--- config.mk ---
export PLATFORM = sky130hd
export DESIGN_NAME = ram_arbiter
export DESIGN_NICKNAME = d
export VERILOG_FILES = /design/src/rtl/ram_arbiter.sv
export SDC_FILE = /design/constraint.sdc
export NUM_CORES = 1
export LEC_CHECK = 0
export ABC_CLOCK_PERIOD_IN_PS = 1900
export CORE_ASPECT_RATIO = 1.5
export CORE_MARGIN = 1
export CORE_UTILIZATION = 35
export DETAILED_ROUTE_END_ITERATION = 12
export PLACE_DENSITY = 0.81
export SYNTH_ARGS = -nofsm -noshare
export SYNTH_HDL_FRONTEND = slang
export SYNTH_SLANG_ARGS = --single-unit
export TNS_END_PERCENT = 50
--- constraint.sdc ---
create_clock -name clk -period 1.9 [get_ports clk]
set_clock_uncertainty 0.05 [all_clocks]
set_input_delay 0.57 -clock clk [delete_from_list [all_inputs] [get_ports clk]]
set_output_delay 0.57 -clock clk [all_outputs]
set_load 0.1 [all_outputs]
--- src/rtl/ram_arbiter.sv ---
// ram_arbiter: shares one synchronous single-port RAM between a CPU and a program loader.
// Define RAM_ARB_ROUND_ROBIN_EN for round-robin tie-breaking; otherwise the loader has fixed priority.
module ram_arbiter #(
    parameter int ADDR_WIDTH = 16,
    parameter int DATA_WIDTH = 8
) (
    input  logic                  clk,
    input  logic                  reset,
    input  logic                  cpu_req,
    input  logic                  cpu_we,
    input  logic [ADDR_WIDTH-1:0] cpu_addr,
    input  logic [DATA_WIDTH-1:0] cpu_wdata,
    output logic                  cpu_ack,
    output logic [DATA_WIDTH-1:0] cpu_rdata,
    input  logic                  ldr_req,
    input  logic                  ldr_we,
    input  logic [ADDR_WIDTH-1:0] ldr_addr,
    input  logic [DATA_WIDTH-1:0] ldr_wdata,
    output logic                  ldr_ack,
    output logic [DATA_WIDTH-1:0] ldr_rdata,
    output logic                  ram_we,
    output logic [ADDR_WIDTH-1:0] ram_addr,
    output logic [DATA_WIDTH-1:0] ram_wdata,
    input  logic [DATA_WIDTH-1:0] ram_rdata,
    output logic                  cpu_stall
);
    typedef enum logic [1:0] {IDLE, ACCESS, ACK} state_t;
    state_t state, state_nxt;
    logic win_ldr, pick_ldr, start;
    assign start = (state == IDLE) && (cpu_req || ldr_req);
`ifdef RAM_ARB_ROUND_ROBIN_EN
    // prio_ldr set means the loader wins the next tie (the CPU was served last)
    logic prio_ldr;
    always_ff @(posedge clk) begin
        if (reset) prio_ldr <= 1'b0;
        else if (state == ACK) prio_ldr <= !win_ldr;
    end
    assign pick_ldr = ldr_req && (!cpu_req || prio_ldr);
`else
    assign pick_ldr = ldr_req;
`endif
    always_ff @(posedge clk) begin
        if (reset) begin
            state     <= IDLE;
            win_ldr   <= 1'b0;
            ram_we    <= 1'b0;
            ram_addr  <= '0;
            ram_wdata <= '0;
        end else begin
            state  <= state_nxt;
            ram_we <= 1'b0;
            if (start) begin
                win_ldr   <= pick_ldr;
                ram_we    <= pick_ldr ? ldr_we    : cpu_we;
                ram_addr  <= pick_ldr ? ldr_addr  : cpu_addr;
                ram_wdata <= pick_ldr ? ldr_wdata : cpu_wdata;
            end
        end
    end
    always_comb begin
        state_nxt = state;
        cpu_ack   = 1'b0;
        ldr_ack   = 1'b0;
        cpu_rdata = '0;
        ldr_rdata = '0;
        case (state)
            IDLE:    state_nxt = start ? ACCESS : IDLE;
            ACCESS:  state_nxt = ACK;
            ACK: begin
                state_nxt = IDLE;
                cpu_ack   = !win_ldr;
                ldr_ack   = win_ldr;
                cpu_rdata = win_ldr ? '0 : ram_rdata;
                ldr_rdata = win_ldr ? ram_rdata : '0;
            end
            default: state_nxt = IDLE;
        endcase
    end
    assign cpu_stall = cpu_req && !cpu_ack;
endmodule

==> reports/qor_table.md, run 1 <==
| Stage | Parameter | Reported |
|:---|:---|:---|
| run | Max-capacitance violation count | 0 |
| sta | Final hold violation count | 0 |
| critical path | Largest fanout on the critical path | 9 |
| place | Post-detailed-placement half-perimeter wirelength | 3800 µm |
| sta | Least setup slack across all paths after layout | -0.0602 ns |
| floorplan | Die area | 0.00454 mm² |
| sta | Slew of the pin with the lowest slew margin | 0.373 ns |
| place | Pre-CTS setup slack | -0.174 ns |
| routing | Pre-antenna DRT Iters | 4 |
| routing | Avg WL per Cell | 16.0 µm |
| sta | Number of pins exceeding their max-slew limit in the final report | 0 |
| pwr | Net switching component of the power | 966 µW |
| clock network | Inserted Clock Buffers | 3 |
| global routing | Global route overflow | 0 |
| run status | Run status | finished, violations left |
| routing | Vias per inst | 5.16 |
| clock network | Clock root buffer | sky130_fd_sc_hd__clkbuf_8 |
| critical path | Worst Reg-to-Reg Cells | 5 |
| finish | Fraction of final layout cells sized beyond drive strength 1 | 42.5% |
| synthesis | Proportion of synthesized chip area in sequential cells | 37.5% |
| finish | Total area of multi-input combinational cells | 893 µm² |
| clock network | Clock transition at path regs | 0.09 ns |
| floorplan | Floorplan core area | 0.00403 mm² |
| clock network | Clock latency at the later pin of the worst-skew pair | 0.27 ns |
| worst hold path | Type of the tightest min-delay check | flop to flop |
| floorplan | Number of core rows | 28 |
| finish | Final layout net count | 316 |
| clock network | Clock buffer depth | 2 |
| synthesis | Total of warnings raised by yosys | 0 |
| global routing | Maximum number of pins on one net before global-route repair | 25 |
| place | Final weighted congestion of routability-driven global placement | 0.758 |
| critical path | Internal reg-to-reg setup slack | 0.57 ns |
| finish | Fin cells | 297 |
| clock network | Hold bufs inserted after CTS | 0 |
| clock network | H-Tree Level Count | 1 |
| sta | Worst slew margin relative to its limit | 75.1% |
| floorplan | X dimension of the die | 55.3 µm |
| synthesis | Number of instances in the synthesized netlist | 145 |
| critical path | Launch instance of the worst register-to-register path | state[1] |
| synthesis | Count of cell types in the netlist | 19 |
| pwr | Power consumption | 2.26 mW |
| sta | Fin Setup TNS | -0.723 ns |
| floorplan | Chip height | 82.0 µm |
| critical path | Last element of the critical path | cpu_rdata[2] |
| worst hold path | Number of instances on the worst hold path | 1 |
| run status | Violations in the final reports | setup timing |
| global routing | Number of antenna violations at the first check in global routing | 0 |
| finish | End-of-flow core utilization | 78.6% |
| pwr | VDD IR max | 0.733 mV |
| critical path | Crit. Startpoint | state[1] |
| critical path | Worst R2R End | ram_wdata[7] |
| clock network | Number of clock sinks | 28 |
| pwr | Relative contribution of the clock network to total power | 13.9% |
| global routing | Total routing usage reported by global routing | 20.7% |
| synthesis | Synth Net Count | 207 |
| routing | Total vias in the final route | 1532 |
| synthesis | Synth Cell Area | 0.00149 mm² |
| sta | Clock period minus final worst setup slack | 1.96 ns |
| pwr | Proportion of power drawn by flip-flops and latches | 32.1% |
| sta | Fmax | 510 MHz |
| synthesis | Flip-flop and latch count after synthesis | 28 |
| sta | Period Utilization, post-route | 103% |
| finish | Number of filler instances in the final layout | 268 |
| worst hold path | Origin of the worst min-delay path | state[1] |
| pwr | Cell Int Power | 1.29 mW |
| finish | Storage cell area | 564 µm² |
| synthesis | Average footprint of a synthesized cell | 10.3 µm² |
| routing | Number of routed nets with antenna violations | 0 |
| pwr | Relative contribution of combinational cells to total power | 54.1% |
| sta | Setup repair after global routing missed its margin | yes |
| critical path | Arrival time of data at the critical path endpoint | 1.34 ns |
| floorplan | Initial Util | 37.1% |
| pwr | Power per Cell Area | 712 mW/mm² |
| global routing | Global-route wire length before repair | 7340 µm |
| critical path | Crit Path Class | flop to output port |
| sta | Setup-violating endpoint count in the final report | 18 |
| pwr | Reported leakage power | 1.32 nW |
| critical path | Nature of the critical path endpoint | output port |
| critical path | Startpoint kind of the worst setup timing path | flop |
| routing | Post-route DRC | 0 |
| routing | Overall routed net length | 4750 µm |
| critical path | Req. time, crit path | 1.28 ns |
| place | Placed cell count | 291 |
| clock network | CTS tree | yes |
| pwr | Switching part of the total power | 42.8% |
| finish | Number of antenna repair diodes | 0 |
| finish | Layout overhead on the synthesized area | 112% |
| global routing | Via count of the first global-routing pass | 1547 |
| routing | DR iter-0 viols | 12 |
| place | Port-buffer cells | 105 |
| floorplan | I/O pins | 106 |
[kinds of logic (layout without fill, tap and decap cells)]
logic type             after synthesis  count (layout)  synth area share [%]
AO/OA/AOI/OAI                       50              50                  27.8
flip-flops                          28              28                  37.5
AND/OR/NAND/NOR                     27              27                  11.4
multiplexers                        25              25                  16.8
buffers and inverters               15             122                  6.53
[how the worst min path moves through the flow]
stage / endpoint / slack, ns
6_report: state[1] / 0.39
5_1_grt: state[1] / 0.42
4_1_cts: state[1] / 0.40
3_5_place_dp: state[1] / 0.38
3_3_place_gp: state[1] / 0.37
2_1_floorplan: state[1] / 0.35
[through the flow]
| stage | hold slack [ns] | instance area [µm²] |
|---|---|---|
| final | 0.390 | 3170 |
| after global routing | 0.417 | 3170 |
| after CTS | 0.397 | 3140 |
| after detailed placement | 0.384 | 3080 |
| after global placement | 0.374 | 3080 |
| after floorplan | 0.355 | 1530 |
[metal layers]
metal	up-vias	GRT usage, %	wire (µm)
li1	741	-	-
met1	711	21.1	1780
met2	70	42.8	2690
met3	10	1.89	150
met4	0	8.00	132
met5	-	0	0
[synth_stat cells, drive strengths merged]
master	count	area share, %
dfxtp	28	38
and2	17	7.3
nor2	2	0.50
buf	8	4.8
a21bo	1	0.67
or2	1	0.42
nand2	2	0.50
a21oi	25	8.4
nor2b	1	0.42
a211oi	24	19
mux2i	25	17
nor3b	2	1.3
clkbuf	7	1.8
nor3	1	0.33
and3b	1	0.59
[critical path, cell delays in order, from the launching register on]
cell and delay, ns:
sky130_fd_sc_hd__dfxtp_2 0.36, sky130_fd_sc_hd__nor3b_4 0.24, sky130_fd_sc_hd__buf_12 0.15, sky130_fd_sc_hd__and2_4 0.15, sky130_fd_sc_hd__buf_12 0.17
[sequential cells by signal, indices dropped and copies added (netlist names)]
register	cells
ram_addr	16
win_ldr	1
ram_we	1
ram_wdata	8
state	2
[placed cells by master, fill, tap and decap left out, drive strengths merged]
cell type / netlist / routed
buf: 8 / 59
clkdlybuf4s50: 0 / 51
dfxtp: 28 / 28
mux2i: 25 / 25
a21oi: 25 / 25
a211oi: 24 / 24
and2: 17 / 17
dlygate4sd2: 0 / 7
clkbuf: 7 / 3
nand2: 2 / 2
dlymetal6s2s: 0 / 2
nor3b: 2 / 2
nor2: 2 / 2
and3b: 1 / 1
nor2b: 1 / 1
or2: 1 / 1
nor3: 1 / 1
a21bo: 1 / 1
[power groups by stage]
stage                     logic, mW  clock network [mW]  registers [mW]
after floorplan               0.324                   0            1.13
after global placement         1.21                   0           0.733
after detailed placement       1.22                   0           0.737
after CTS                      1.22               0.326           0.724
after global routing           1.26               0.347           0.732
final                          1.22               0.313           0.723
[area by class of cell]
class,instances,share of cell area [%]
flip-flops and latches,28,17.8
multi-input cells,102,28.2
well taps,45,1.78
repair buffers,119,50.9
clock buffers,3,1.30
[repair_timing]
| item | 4_1_cts | 5_1_grt |
|---|---|---|
| pin swaps | 7 | 1 |
| gates cloned | 0 | 0 |
| setup buffers | 0 | 3 |
| gates resized for setup | 16 | 4 |
| endpoints found under the setup margin | 18 | 19 |
No activity file was read; power rests on OpenSTA's default activity.
==> run 2: changes to the inputs <==
--- a/config.mk
+++ b/config.mk
@@ -10,6 +10,7 @@
 export CORE_MARGIN = 1
 export CORE_UTILIZATION = 35
 export DETAILED_ROUTE_END_ITERATION = 12
+export HOLD_SLACK_MARGIN = 0.12
 export PLACE_DENSITY = 0.81
 export SYNTH_ARGS = -nofsm -noshare
 export SYNTH_HDL_FRONTEND = slang
==> constraint.sdc (replaced) <==
create_clock -name clk -period 1.9 [get_ports clk]
set_clock_uncertainty 0.05 [all_clocks]
set_input_delay 0.38 -clock clk [delete_from_list [all_inputs] [get_ports clk]]
set_output_delay 0.38 -clock clk [all_outputs]
set_load 0.1 [all_outputs]
==> run 2 against run 1 <==
Net effect: the flow now finishes without violations; sequential power barely moved; first-iteration DRC count up 100%; via count up 2.3%; clock power increased by 51%; maximum frequency up 6.8%; utilization decreased by 1.0 points; setup slack better by 0.12 ns; critical path type unchanged; largest cell class unchanged.
==> reports/qor_table.md, run 2 (synthesis gave the netlist of run 1 again) <==
| Stage | Parameter | Reported |
|:---|:---|:---|
| finish | Largest Register | ram_addr |
| routing | DR iter-0 viols | 24 |
| critical path | Crit Path Class | flop to output port |
| critical path | Arrival time of data at the critical path endpoint | 1.41 ns |
| routing | Overall routed net length | 4690 µm |
| critical path | Cell-by-cell trace of the critical path | nor3b_4, buf_6, and2_4, buf_12 |
| clock network | Inserted Clock Buffers | 3 |
| critical path | Critical-path top delay cell | sky130_fd_sc_hd__dfxtp_1 |
| critical path | Worst Path Buf+Inv | 2 |
| sta | Number of pins exceeding their max-slew limit in the final report | 0 |
| routing | Pre-antenna DRT Iters | 4 |
| sta | Setup-violating endpoint count in the final report | 0 |
| finish | Number of filler instances in the final layout | 272 |
| routing | Vias per inst | 5.30 |
| sta | Final hold violation count | 0 |
| pwr | Power per Cell Area | 770 mW/mm² |
| clock network | Number of clock sinks | 28 |
| pwr | Switching part of the total power | 40.8% |
| floorplan | Number of core rows | 28 |
| finish | Most common cell after layout, fill and taps aside | sky130_fd_sc_hd__clkdlybuf4s50_1 |
| sta | Clock period minus final worst setup slack | 1.84 ns |
| clock network | H-Tree Level Count | 1 |
| finish | Total area of multi-input combinational cells | 868 µm² |
| global routing | Maximum number of pins on one net before global-route repair | 25 |
| floorplan | Chip height | 82.0 µm |
| finish | Layout overhead on the synthesized area | 109% |
| critical path | Startpoint kind of the worst setup timing path | flop |
| pwr | Net switching component of the power | 983 µW |
| floorplan | I/O pins | 106 |
| global routing | Total routing usage reported by global routing | 20.2% |
| place | Port-buffer cells | 105 |
| routing | Post-route DRC | 0 |
| worst hold path | Type of the tightest min-delay check | flop to flop |
| global routing | Global-route wire length before repair | 7250 µm |
| run status | Run status | completed |
| critical path | Nature of the critical path endpoint | output port |
| run | Max-capacitance violation count | 0 |
| global routing | Global route overflow | 0 |
| place | Pre-CTS setup slack | 0.0754 ns |
| critical path | Cell type group with the largest total delay on the critical path | simple AND/OR/NAND/NOR gates |
| sta | Least setup slack across all paths after layout | 0.0640 ns |
| pwr | Relative contribution of the clock network to total power | 19.7% |
| routing | Total vias in the final route | 1568 |
| place | Post-detailed-placement half-perimeter wirelength | 3760 µm |
| finish | Regs by FF count | ram_addr (16), ram_wdata (8), state (2) |
| critical path | Req. time, crit path | 1.47 ns |
| pwr | Cell Int Power | 1.42 mW |
| clock network | Clock root buffer | sky130_fd_sc_hd__clkbuf_8 |
| pwr | VDD IR max | 0.720 mV |
| global routing | Via count of the first global-routing pass | 1577 |
| place | Final weighted congestion of routability-driven global placement | 0.757 |
| clock network | Clock transition at path regs | 0.10 ns |
| finish | Number of antenna repair diodes | 0 |
| sta | Period Utilization, post-route | 96.6% |
| finish | Flip-flop count of the largest register after layout | 16 |
| finish | Fraction of final layout cells sized beyond drive strength 1 | 38.6% |
| pwr | Reported leakage power | 1.27 nW |
| clock network | CTS tree | yes |
| finish | Storage cell area | 563 µm² |
| sta | Fmax | 545 MHz |
| sta | Setup repair after global routing missed its margin | no |
| pwr | Proportion of power drawn by flip-flops and latches | 30.1% |
| global routing | Number of antenna violations at the first check in global routing | 0 |
| floorplan | Floorplan core area | 0.00403 mm² |
| pwr | Relative contribution of combinational cells to total power | 50.3% |
| critical path | Largest fanout on the critical path | 6 |
| sta | Slew of the pin with the lowest slew margin | 0.378 ns |
| sta | Worst slew margin relative to its limit | 74.8% |
| floorplan | X dimension of the die | 55.3 µm |
| routing | Avg WL per Cell | 15.8 µm |
| clock network | Hold bufs inserted after CTS | 0 |
| routing | Number of routed nets with antenna violations | 0 |
| sta | Minimum hold slack | 0.399 ns |
| floorplan | Initial Util | 37.1% |
| finish | Final layout net count | 314 |
| clock network | Clock latency at the later pin of the worst-skew pair | 0.28 ns |
| clock network | Clock buffer depth | 2 |
| floorplan | Die area | 0.00454 mm² |
| finish | Commonest cells after routing, fill and taps aside | sky130_fd_sc_hd__clkdlybuf4s50_1 (60), sky130_fd_sc_hd__buf_12 (43), sky130_fd_sc_hd__dfxtp_1 (26) |
| critical path | Internal reg-to-reg setup slack | 0.66 ns |
| critical path | Slowest stage delay, CP | 0.37 ns |
==> run 2: stage by stage <==
| stage | setup TNS [ns] | instance area [µm²] | std cells | power [mW] | utilization (%) |
|---|---|---|---|---|---|
| 2_1_floorplan | -6.44 | 1530 | 145 | 1.45 | - |
| 3_3_place_gp | 0 | 3040 | 290 | 1.93 | 75.3 |
| 3_5_place_dp | 0 | 3040 | 290 | 1.95 | 75.3 |
| 4_1_cts | 0 | 3110 | 294 | 2.41 | 77.1 |
| 5_1_grt | 0 | 3130 | 296 | 2.48 | 77.6 |
| 6_report | 0 | 3130 | 296 | 2.41 | 77.6 |
==> run 2: path summary, 6_finish.rpt <==
kind	startpoint	to	depth (start not counted)
max	state[0]	cpu_rdata[1]	4
min	state[1]	state[1]	1
max reg2reg	state[0]	ram_wdata[2]	3
min reg2reg	state[1]	state[1]	1
==> run 2: power groups by stage <==
stage                     logic [mW]  registers, mW  clock network, mW
after global placement          1.20          0.734                  0
after detailed placement        1.21          0.736                  0
after CTS                       1.21          0.724              0.477
after floorplan                0.324           1.13                  0
after global routing            1.25          0.732              0.495
final                           1.21          0.723              0.474
==> run 2: cell type report <==
type                            count  area share (%)
Timing Repair Buffer              117            50.1
Sequential cell                    28            18.0
Clock inverter                      1           0.960
Tap cell                           45            1.80
Multi-Input combinational cell    102            27.8
Clock buffer                        3            1.32
==> run 2: timing repair <==
item / 4_1_cts / 5_1_grt
pin swaps: 0 / 1
resized for setup: 1 / 1
setup endpoints to repair: 6 / 4
setup buffers: 0 / 2
==> run 2: metal layers <==
| metal | vias to the layer above | GRT usage (%) | wire length [µm] |
|---|---|---|---|
| li1 | 745 | - | - |
| met1 | 753 | 20.2 | 1750 |
| met2 | 65 | 43.4 | 2730 |
| met3 | 5 | 0.472 | 145 |
| met4 | 0 | 7.50 | 64 |
| met5 | - | 0 | 0 |
==> run 3: changes to the inputs <==
--- a/config.mk
+++ b/config.mk
@@ -12,6 +12,7 @@
 export DETAILED_ROUTE_END_ITERATION = 12
 export HOLD_SLACK_MARGIN = 0.12
 export PLACE_DENSITY = 0.81
+export SKIP_LAST_GASP = 1
 export SYNTH_ARGS = -nofsm -noshare
 export SYNTH_HDL_FRONTEND = slang
 export SYNTH_SLANG_ARGS = --single-unit
==> results of run 3 <==
The final DEF is identical to that of run 2; final timing and power are the same.
